$ cat src/rtl/pwm_duty_sched.sv
// Period-synchronous duty-cycle scheduler for the heater PWM generator.
// Derives a target on-time from (setpoint - temperature) * KP, or takes a
// manual override. Slews pwm_ton toward that target by at most STEP once
// per PWM period. Forces the heater off on over-temperature or when the
// temperature feed goes stale.
module pwm_duty_sched #(
    parameter int unsigned PERIOD       = 100000,
    parameter int unsigned STEP         = 1000,
    parameter int unsigned KP           = 256,
    parameter int unsigned WDOG_PERIODS = 16
) (
    input  logic        clk,
    input  logic        rst,
    input  logic        ctrl_en,
    input  logic        temp_valid,
    input  logic [15:0] temp,
    input  logic [15:0] setpoint,
    input  logic [15:0] ovt_limit,
    input  logic [15:0] hyst,
    input  logic        man_en,
    input  logic [31:0] man_ton,
    input  logic        fault_clr,
    input  logic [31:0] pwm_cnt,
    output logic        pwm_en,
    output logic [31:0] pwm_ton,
    output logic [31:0] pwm_tp,
    output logic [1:0]  state,
    output logic        fault,
    output logic [1:0]  fault_code,
    output logic        at_target
);

    typedef enum logic [1:0] {
        S_IDLE  = 2'b00,
        S_RUN   = 2'b01,
        S_FAULT = 2'b10
    } state_t;

    localparam int unsigned WW         = $clog2(WDOG_PERIODS + 1);
    localparam logic [31:0] TP         = 32'(PERIOD - 1);
    localparam logic [32:0] TP33       = {1'b0, TP};
    localparam logic [31:0] STEP32     = 32'(STEP);
    localparam logic [32:0] STEP33     = {1'b0, STEP32};
    localparam logic [32:0] KP33       = 33'(KP);
    localparam logic [WW-1:0] WDOG_LIM = WW'(WDOG_PERIODS);
    localparam logic [WW-1:0] WDOG_ONE = WW'(1);

    state_t         state_q, state_d;
    logic [31:0]    ton_d;
    logic [WW-1:0]  wdog_q, wdog_d;
    logic [1:0]     code_d;
    logic [15:0]    temp_q;

    logic signed [16:0] err;
    logic [32:0]        prod;
    logic [31:0]        target;
    logic [32:0]        up_sum;
    logic [31:0]        ramp;
    logic               boundary;
    logic               ovt_trip;
    logic               clr_ok;

    assign pwm_tp = TP;
    assign pwm_en = (state_q == S_RUN);
    assign state  = state_q;
    assign fault  = (state_q == S_FAULT);

    // Target on-time: proportional term from the latched temperature, clamped to the period, or the clamped manual value
    always_comb begin
        err    = $signed({1'b0, setpoint}) - $signed({1'b0, temp_q});
        prod   = {17'd0, err[15:0]} * KP33;
        target = 32'd0;
        if (man_en) begin
            target = (man_ton > TP) ? TP : man_ton;
        end else if (!err[16] && (err != 17'sd0)) begin
            target = (prod > TP33) ? TP : prod[31:0];
        end
    end

    // One bounded slew step toward the target; the down path compares before subtracting so it cannot wrap
    always_comb begin
        up_sum = {1'b0, pwm_ton} + STEP33;
        ramp   = pwm_ton;
        if (pwm_ton < target) begin
            ramp = (up_sum > {1'b0, target}) ? target : up_sum[31:0];
        end else if (pwm_ton > target) begin
            ramp = ((pwm_ton - target) > STEP32) ? (pwm_ton - STEP32) : target;
        end
    end

    // Next-state logic: over-temperature beats watchdog beats disable beats ramp
    always_comb begin
        boundary = pwm_en && (pwm_cnt == TP);
        ovt_trip = temp_valid && (temp >= ovt_limit);
        clr_ok   = fault_clr && (({1'b0, temp_q} + {1'b0, hyst}) < {1'b0, ovt_limit});
        state_d  = state_q;
        ton_d    = pwm_ton;
        wdog_d   = wdog_q;
        code_d   = fault_code;
        case (state_q)
            S_IDLE: begin
                ton_d = 32'd0;
                if (ovt_trip) begin
                    state_d = S_FAULT;
                    code_d  = 2'b01;
                end else if (ctrl_en) begin
                    state_d = S_RUN;
                    wdog_d  = '0;
                end
            end
            S_RUN: begin
                if (temp_valid) begin
                    wdog_d = '0;
                end else if (boundary) begin
                    wdog_d = wdog_q + WDOG_ONE;
                end
                if (ovt_trip) begin
                    state_d = S_FAULT;
                    code_d  = 2'b01;
                    ton_d   = 32'd0;
                end else if (wdog_d == WDOG_LIM) begin
                    state_d = S_FAULT;
                    code_d  = 2'b10;
                    ton_d   = 32'd0;
                end else if (!ctrl_en) begin
                    state_d = S_IDLE;
                    ton_d   = 32'd0;
                end else if (boundary) begin
                    ton_d = ramp;
                end
            end
            S_FAULT: begin
                ton_d = 32'd0;
                if (clr_ok) begin
                    state_d = S_IDLE;
                    code_d  = 2'b00;
                    wdog_d  = '0;
                end
            end
            default: begin
                state_d = S_IDLE;
                ton_d   = 32'd0;
                wdog_d  = '0;
                code_d  = 2'b00;
            end
        endcase
    end

    // Controller state register: state, on-time, watchdog count and sticky fault code
    always_ff @(posedge clk) begin
        if (rst) begin
            state_q    <= S_IDLE;
            pwm_ton    <= 32'd0;
            wdog_q     <= '0;
            fault_code <= 2'b00;
        end else begin
            state_q    <= state_d;
            pwm_ton    <= ton_d;
            wdog_q     <= wdog_d;
            fault_code <= code_d;
        end
    end

    // Latch each valid temperature sample and register the at-target flag
    always_ff @(posedge clk) begin
        if (rst) begin
            temp_q    <= 16'd0;
            at_target <= 1'b0;
        end else begin
            if (temp_valid) begin
                temp_q <= temp;
            end
            at_target <= (state_q == S_RUN) && (pwm_ton == target);
        end
    end

endmodule

$ cat config.mk
export PLATFORM = sky130hd
export DESIGN_NAME = pwm_duty_sched
export DESIGN_NICKNAME = d
export VERILOG_FILES = /design/src/rtl/pwm_duty_sched.sv
export SDC_FILE = /design/constraint.sdc
export NUM_CORES = 1
export LEC_CHECK = 0
export ABC_CLOCK_PERIOD_IN_PS = 11150
export BUFFER_PORTS_ARGS = -buffer_cell sky130_fd_sc_hd__buf_2
export CORE_AREA = 3 3 152 154
export DETAILED_ROUTE_END_ITERATION = 16
export DIE_AREA = 0 0 155 157
export MAX_ROUTING_LAYER = met4
export PLACE_DENSITY = 0.68
export SLEW_MARGIN = 20
export SYNTH_ARGS = -nofsm -noshare
export SYNTH_HDL_FRONTEND = slang
export SYNTH_SLANG_ARGS = --single-unit
export TNS_END_PERCENT = 1
$ cat constraint.sdc
create_clock -name clk -period 11.15 [get_ports clk]
set_input_delay 1.115 -clock clk [delete_from_list [all_inputs] [get_ports clk]]
set_output_delay 1.115 -clock clk [all_outputs]
set_load 0.01 [all_outputs]
==> results of run 1 <==
stage by stage:
step	util	power, mW	instances	area, µm²
after global placement	0.501	0.488	1809	10900
after CTS	0.516	0.812	1823	11300
after detailed placement	0.501	0.494	1809	10900
after global routing	0.517	0.856	1827	11300
final	0.517	0.810	1827	11300
after floorplan	-	0.429	1451	10200
layer usage:
| metal | vias to the layer above | wire length (µm) | global-route usage |
|---|---|---|---|
| met5 | - | 0 | - |
| met4 | 0 | 887 | 0.0845 |
| met3 | 67 | 2230 | 0.0492 |
| met2 | 370 | 14800 | 0.427 |
| met1 | 5008 | 13200 | 0.306 |
| li1 | 5352 | - | - |
cells by family after synthesis:
group                      count (synthesis)  synth area share
and+or+nand+nor                          495             0.254
xor gates and xnor gates                  79            0.0693
AOI/OAI and AO/OA                        437             0.296
buffers and inverters                    171            0.0793
adders and majority gates                127             0.160
other                                      2          0.000752
DFF                                       58             0.116
muxes                                     24            0.0244
power by group through the flow:
stage / Clock (mW) / Sequential [mW] / Combinational (mW)
final: 0.317 / 0.216 / 0.277
after global routing: 0.328 / 0.217 / 0.311
after CTS: 0.320 / 0.216 / 0.275
after detailed placement: 0 / 0.221 / 0.273
after global placement: 0 / 0.221 / 0.267
after floorplan: 0 / 0.220 / 0.208
worst max-delay path by stage:
stage	end	cells after the start	start
5_1_grt	pwm_ton[27]	34	setpoint[0]
2_1_floorplan	pwm_ton[19]	36	setpoint[0]
3_3_place_gp	pwm_ton[26]	36	setpoint[0]
4_1_cts	pwm_ton[26]	36	setpoint[0]
6_report	pwm_ton[26]	36	setpoint[0]
3_5_place_dp	pwm_ton[26]	36	setpoint[0]
registers in the layout (all words and copies together) (netlist names):
| name | count |
|---|---|
| pwm_ton | 32 |
| wdog_q | 5 |
| at_target | 1 |
| fault_code | 2 |
| state | 2 |
| temp_q | 16 |
cell usage in the layout (no fill, tap or decap), drive strengths merged, types with 53 or more instances in the layout:
master	instances
buf	177
ha	119
nand2	115
nor2	115
a21oi	106
o21ai	94
inv	71
conb	60
dfxtp	58
xnor2	53
critical path, delay by kind of cell:
family | cells | cell delay (ns)
compound gates | 14 | 4.08
fa+ha+maj | 4 | 1.03
buf+inv | 4 | 0.29
mux | 2 | 0.72
simple gates | 12 | 2.39
area by class of cell:
cell class	count	area, µm²	area share
inverter	72	270	0.0240
antenna	4	10.0	0.000887
sequential	58	1160	0.103
tap	280	350	0.0310
timing repair buffer	177	898	0.0796
multi-input combinational	1222	8270	0.733
clock inverter	2	60.1	0.00532
clock buffer	12	267	0.0236
==> results.toml, run 1 <==
[route]
drtIter0Drc = 642
first_pass_iters = 5
drcViolationCount = 0
via_per_inst = 5.91
wl_per_cell_um = 17.0
drt-total-wl_um = 31100
ant_nets = 0
vias = 10797

[flow_run]
drv_cap = 0

[critical_path]
slowest_delay_ns = 0.67
start_kind = "input port"
required_ns = 11.43
timing.rr.start = "temp_q[0]"
r2r_end = "pwm_ton[26]"
cp_max_fo = 23
end_kind = "register"
path_class = "in2reg"
cp.arrival_ns = 9.63
cp_slowest_cell = "a21o_1"
reg2reg_depth = 34
r2r_slack_ns = 2.32

[synthesis]
synth_top_cell_area_share = 0.149
syn_inst = 1393
synth_common_cells = "ha_1 (119), nand2_1 (115), nor2_1 (114)"
synth-seq-cells = 58
synthFlopType = "dfxtp_1"
ys_types = 93
post-synth-top-count-cell = "ha_1"
yosysTopAreaCell = "ha_1"
synthArstFlopShare = 0
synthTopCellsByArea = "ha_1 (15%), dfxtp_1 (12%), a21oi_1 (5.2%)"
seq_area_frac_synth = 0.116
synth_area_per_cell_um2 = 7.17
synth_edf_count = 0
synth_warnings = 0
synthesis.area_mm2 = 0.00999

[timing]
fin_crit_ns = 9.35
hold_viol = 0
worstMarginPinSlew_ns = 0.996
setup_slack_ns = 1.80
drv_slew = 0
finalSetupViolCount = 0
rsz0062_at_grt = "false"
post-route-period-util = 0.838
max-slew-margin-rel = 0.331
clock.fmax_mhz = 107
timing.hold.ws_ns = 0.477
setup_tns_ns = 0
fin_worst_skew_ns = 0.00837

[placement]
hpwl_um = 25000
portBuffers = 172
finalWeightedCongestion = 0.921
pre_cts_ws_ns = 1.55

[floorplanning]
start_util = 0.458
coreArea_mm2 = 0.0218
std_cell_rows = 54
die_h_um = 157
io_pins = 205
die_area_mm2 = 0.0243
die_w_um = 155

[cts]
cts_inserted_buffers = 9
h-tree-depth = 3
clk_latency_ns = 0.35
cts_resized = 0
tritoncts = "yes"
clk_root_buffer_cell = "clkbuf_16"
clk_pin_slew_ns = 0.06
post_cts_buffers = 0
cts.sinks = 58
postCtsHoldBufs = 0
clk_path_buf_depth = 2

[worst_hold_path]
hold_path_end = "fault_code[0]"
min_from = "fault_code[0]"
hp-class = "reg2reg"
hold_depth = 2

[pwr]
p_seq_frac = 0.267
intPower_mw = 0.540
combPwrFrac = 0.342
leakagePower_nw = 5.30
p_sw_mw = 0.270
sw_frac_of_total = 0.333
irDropWorstVdd_v = 0.0000671
power_density_mw_per_mm2 = 71.8
pwr-share-clk = 0.391

[grt]
antenna_found_initial = 4
grt_pass1_wl_um = 50100
overflow = 0
grt_usage = 0.254
grt_pass1_vias = 10259
grt_max_degree = 28

[status]
status = "finished, final reports clean"

[cells_and_area]
fillers = 2217
drive_gt1_frac = 0.146
final_nets = 1796
layout-area-overhead-vs-synth_pct = 13.0
Note: power is estimated with default switching activity, not from simulation.
==> run 2, diff against run 1 <==
- ABC_AREA: not set -> 1
- ABC_CLOCK_PERIOD_IN_PS: 11150 -> 8600
- CORE_AREA: 3 3 152 154 -> 3 3 156 158
- DIE_AREA: 0 0 155 157 -> 0 0 159 161
- PLACE_DENSITY: 0.68 -> 0.7
- clock period: 11.15 -> 8.6 ns (I/O delays scaled with it)
==> run 2 against run 1 <==
Sequential power increased by 31%. Largest power group unchanged. Cell count increased by 23%. Total power increased by 35%. Cell area increased by 5.8%. Combinational power increased by 36%. Largest cell class unchanged.
==> results.toml, run 2 <==
[synthesis]
synth_top_cell_area_share = 0.142
synth-seq-cells = 58
post-synth-top-count-cell = "nand2_1"
synthArstFlopShare = 0
synthesis.area_mm2 = 0.0105
yosysTopAreaCell = "ha_1"
synth_common_cells = "nand2_1 (382), inv_1 (271), nor2_1 (176)"
ys_types = 61
syn_inst = 1750
seq_area_frac_synth = 0.111
synth_area_per_cell_um2 = 6.00
synthTopCellsByArea = "ha_1 (14%), nand2_1 (14%), dfxtp_1 (11%)"
synth_edf_count = 0
synthFlopType = "dfxtp_1"
synth_warnings = 0

[cts]
tritoncts = "yes"
clk_path_buf_depth = 2
postCtsHoldBufs = 0
cts.sinks = 58
clk_root_buffer_cell = "clkbuf_16"
clk_latency_ns = 0.35
cts_inserted_buffers = 9
cts_resized = 0
h-tree-depth = 3
post_cts_buffers = 0
clk_pin_slew_ns = 0.06

[critical_path]
r2r_end = "pwm_ton[11]"
path_class = "in2reg"
reg2reg_depth = 30
slowest_delay_ns = 0.51
start_kind = "input port"
cp.arrival_ns = 7.24
cp_max_fo = 33
end_kind = "register"
cp_common_cell = "nand2_1"
timing.rr.start = "pwm_ton[3]"
required_ns = 8.89
cp_slowest_cell = "a221oi_1"
r2r_slack_ns = 1.78

[route]
met3_wirelength_um = 2270
vias = 11902
drcViolationCount = 0
ant_nets = 0
drt-total-wl_um = 33300
first_pass_iters = 6
wl_met2_um = 15600
wl_per_cell_um = 14.8
met1_length_um = 14800
drtIter0Drc = 936
top_layer_used = "met4"
via_per_inst = 5.28

[grt]
grt_usage = 0.260
grt_max_degree = 36
overflow = 0
grt_pass1_vias = 10911
grt_pass1_wl_um = 54000
antenna_found_initial = 2

[timing]
max-slew-margin-rel = 0.238
drv_slew = 0
clock.fmax_mhz = 144
worstMarginPinSlew_ns = 1.13
setup_slack_ns = 1.65
rsz0062_at_grt = "false"
setup_tns_ns = 0
post-route-period-util = 0.808
fin_worst_skew_ns = 0.00957
fin_crit_ns = 6.95
hold_viol = 0
finalSetupViolCount = 0

[pwr]
p_seq_frac = 0.259
p_sw_mw = 0.392
leakagePower_nw = 6.47
combPwrFrac = 0.344
sw_frac_of_total = 0.359
irDropWorstVdd_v = 0.0000898
pwr-share-clk = 0.397
intPower_mw = 0.699
power_density_mw_per_mm2 = 91.3

[floorplanning]
die_w_um = 159
std_cell_rows = 56
die_area_mm2 = 0.0256
die_h_um = 161
start_util = 0.451
io_pins = 205
coreArea_mm2 = 0.0233

[cells_and_area]
largest_reg_flops = 32
final_cell_mix = "nand2_1 (382), inv_1 (271), nor2_1 (176)"
reg_top3 = "pwm_ton x32, temp_q x16, wdog_q x5"
layout-area-overhead-vs-synth_pct = 13.8
drive_gt1_frac = 0.156
final_nets = 2186
final_common_cell = "nand2_1"
regMostFlops = "pwm_ton"

[worst_hold_path]
hp-class = "reg2reg"
hold_path_end = "fault_code[0]"
hold_depth = 2
min_from = "fault_code[0]"

[placement]
pre_cts_ws_ns = 1.40
portBuffers = 172
hpwl_um = 27800
finalWeightedCongestion = 0.963

[flow_run]
drv_cap = 0

[status]
status = "finished, final reports clean"
run 2: cell types whose count changed in the layout (fill, tap and decap cells not counted), sizes merged, moves of 30 or more:
| cell | previous run | this run |
|---|---|---|
| a21o | 47 | 4 |
| nand3 | 46 | 173 |
| o21ai | 94 | 64 |
| inv | 71 | 285 |
| nor2 | 115 | 195 |
| xnor2 | 53 | 10 |
| nand2 | 115 | 419 |
run 2: worst max path at each step:
stage / start / end / cells past startpoint
2_1_floorplan: setpoint[0] / pwm_ton[25] / 45
3_3_place_gp: setpoint[0] / pwm_ton[9] / 42
3_5_place_dp: setpoint[0] / pwm_ton[16] / 42
4_1_cts: setpoint[0] / pwm_ton[11] / 42
5_1_grt: setpoint[0] / pwm_ton[11] / 42
6_report: setpoint[0] / pwm_ton[10] / 42
run 2: layout make-up:
| class | instances | area, µm² |
|---|---|---|
| Clock inverter | 7 | 118 |
| Inverter | 293 | 1100 |
| Tap cell | 319 | 399 |
| Timing Repair Buffer | 175 | 883 |
| Sequential cell | 58 | 1160 |
| Fill cell | 2465 | 11300 |
| Antenna cell | 2 | 5.00 |
| Clock buffer | 9 | 225 |
| Multi-Input combinational cell | 1393 | 8050 |
run 2: worst max-delay path: cells and delay by family:
family,cells,cell delay [ns]
adders and majority gates,4,1.12
AOI/OAI and AO/OA,1,0.51
and+or+nand+nor,29,3.33
buffers and inverters,8,1.37
run 2: routing by layer:
layer  up-vias  GRT usage
met5         -          -
met4         0     0.0617
met3        41     0.0303
met2       459      0.434
met1      5377      0.339
li1       6025          -
run 2: through the flow:
| step | cells | utilization | area, µm² | hold WS (ns) | total power [mW] |
|---|---|---|---|---|---|
| global placement | 2238 | 0.498 | 11600 | 0.453 | 0.651 |
| detailed placement | 2238 | 0.498 | 11600 | 0.459 | 0.658 |
| finish | 2256 | 0.513 | 11900 | 0.467 | 1.09 |
| global route | 2256 | 0.513 | 11900 | 0.489 | 1.16 |
| floorplan | 1808 | - | 10700 | 0.456 | 0.562 |
| CTS | 2254 | 0.513 | 11900 | 0.468 | 1.09 |
run 2: kinds of logic after synthesis:
group,after synthesis,synth area share
xor+xnor,65,0.0543
fa+ha+maj,122,0.148
other cells,2,0.000716
simple gates,913,0.412
compound gates,233,0.132
buf+inv,357,0.143
flops,58,0.111
run 2: power groups by stage:
| stage | Combinational [mW] | Sequential [mW] | Clock [mW] |
|---|---|---|---|
| after floorplan | 0.275 | 0.287 | 0 |
| after global placement | 0.363 | 0.288 | 0 |
| after detailed placement | 0.370 | 0.288 | 0 |
| after CTS | 0.373 | 0.282 | 0.437 |
| after global routing | 0.430 | 0.283 | 0.451 |
| final | 0.376 | 0.282 | 0.433 |
==> run 3, diff against run 2 <==
- ABC_AREA: 1 -> 0
- ABC_CLOCK_PERIOD_IN_PS: 8600 -> 7000
- CORE_AREA: 3 3 156 158 -> 3 3 152 154
- DIE_AREA: 0 0 159 161 -> 0 0 155 157
- PLACE_DENSITY: 0.7 -> 0.68
- clock period: 8.6 -> 7 ns (I/O delays scaled with it)
==> run 3 against run 2 <==
The flow now finishes with violations (setup timing). Largest power group is now combinational cells. Cell area rose by 6.9%. Sequential share of layout area fell by 0.62 points. Critical endpoint is now pwm_ton[26]. Non-clock buffer count rose by 162. Worst hold slack improved by 0.035 ns. Sequential power rose by 22%. Clock skew fell by 0.0020 ns. Cell count fell by 12%. Global-route usage rose by 0.58 points. Clock-buffer cell count rose by 2.
==> results.toml, run 3 (synthesis gave the netlist of run 1 again) <==
[cells_and_area]
multi_input_area_mm2 = 0.00854
fin_cells = 1991
final_nets = 1956
layout-area-overhead-vs-synth_pct = 27.7
final_common_cell = "buf_2"
drive_gt1_frac = 0.256
reg_top3 = "pwm_ton x32, temp_q x16, wdog_q x5"
largest_reg_flops = 32
regMostFlops = "pwm_ton"
regArea_mm2 = 0.00116
final_cell_mix = "buf_2 (171), buf_4 (160), ha_1 (116)"
fillers = 2061

[grt]
antenna_found_initial = 6
grt_usage = 0.266
overflow = 0
grt_pass1_wl_um = 52500
grt_max_degree = 26
grt_pass1_vias = 10943

[critical_path]
worst-path-buf-inv = 9
required_ns = 7.27
path_class = "in2reg"
cp_slowest_cell = "fa_2"
cp_max_fo = 6
crit_family = "compound AO/OA/AOI/OAI gates"
startpoint = "setpoint[0]"
timing.rr.start = "temp_q[0]"
cp.arrival_ns = 7.37
cp_common_cell = "buf_4"
slowest_delay_ns = 0.36
start_kind = "input port"
end_kind = "register"

[cts]
clk_root_buffer_cell = "clkbuf_16"
clk_latency_ns = 0.34
clk_pin_slew_ns = 0.05
clk_path_buf_depth = 2
tritoncts = "yes"
cts_inserted_buffers = 9
h-tree-depth = 3
cts.sinks = 58

[placement]
hpwl_um = 26700
pre_cts_ws_ns = -0.693
portBuffers = 172
finalWeightedCongestion = 0.933
dp.cells = 1957

[pwr]
irDropWorstVdd_v = 0.0000966
power_density_mw_per_mm2 = 102
power_mw = 1.31
leakagePower_nw = 6.12

[floorplanning]
io_pins = 205
start_util = 0.458
die_area_mm2 = 0.0243
std_cell_rows = 54
die_h_um = 157
die_w_um = 155
coreArea_mm2 = 0.0218

[timing]
post-route-period-util = 1.01
hold_viol = 0
fin_crit_ns = 7.10
finalSetupViolCount = 9
setup_slack_ns = -0.0953
fin_worst_skew_ns = 0.00756
drv_slew = 0
clock.fmax_mhz = 141
rsz0062_at_grt = "true"
worstMarginPinSlew_ns = 1.00
max-slew-margin-rel = 0.327

[route]
ant_nets = 0
drcViolationCount = 0
via_per_inst = 5.77
drtIter0Drc = 791
vias = 11479
drt-total-wl_um = 33200
first_pass_iters = 5
wl_per_cell_um = 16.7

[flow_run]
drv_cap = 0

[status]
status = "finished with violations"
violations = "setup timing"

[worst_hold_path]
min_from = "wdog_q[4]"
hp-class = "reg2reg"
==> run 3: cell types whose count changed in the layout (fill, tap and decap cells not counted), sizes merged, moves of 22 or more <==
cell,before,now
nand2,419,115
inv,285,71
buf,175,337
nand3,173,46
nor2,195,115
a21o,4,47
xnor2,10,53
o21ai,64,94
xor2,55,26
nand4,49,25
nand2b,0,23
and3,0,22
==> run 3: area by class of cell <==
type	count	share of cell area
multi-input combinational	1222	0.669
inverter	72	0.0222
antenna	6	0.00118
sequential	58	0.0910
timing repair buffer	337	0.168
clock buffer	11	0.0190
tap	280	0.0275
clock inverter	5	0.00235
==> run 3: path summary, 6_finish.rpt <==
| kind | to | slack [ns] | cells after the start |
|---|---|---|---|
| setup / recovery | pwm_ton[26] | -0.1 | 39 |
| hold / removal | wdog_q[4] | 0.50 | 2 |
| setup reg to reg | pwm_ton[26] | 0.04 | 37 |
| hold reg to reg | wdog_q[4] | 0.50 | 2 |
==> run 3: stage by stage <==
stage	setup TNS [ns]	util	instance area [µm²]	hold slack, ns
after floorplan	-3.96	-	10300	0.465
after CTS	-0.0447	0.578	12600	0.490
final	-0.344	0.585	12800	0.502
after global routing	-9.97	0.585	12800	0.514
after global placement	-15.59	0.557	12200	0.474
after detailed placement	-19.26	0.557	12200	0.483
==> run 3: where the power goes <==
group | switching, mW | internal (mW) | total (mW)
logic | 0.282 | 0.260 | 0.542
registers | 0.00668 | 0.338 | 0.345
clock network | 0.173 | 0.247 | 0.420
==> run 3: worst min-delay path, stage by stage (launching register included) <==
cell and delay [ns]:
dfxtp_1 0.32, o21ai_0 0.07, a21oi_1 0.06
==> run 3: timing repair <==
action | 4_1_cts | 5_1_grt
endpoints found under the setup margin | 32 | 32
hold buffers | 0 | 0
resized for setup | 20 | 28
setup buffers | 8 | 4
pin swaps | 25 | 23
==> run 3: per-layer routing <==
metal | wire length (µm) | vias up | track usage
met4 | 1020 | 0 | 0.0955
met3 | 2010 | 71 | 0.0407
met5 | 0 | - | -
li1 | - | 5685 | -
met1 | 13700 | 5330 | 0.313
met2 | 16400 | 393 | 0.460
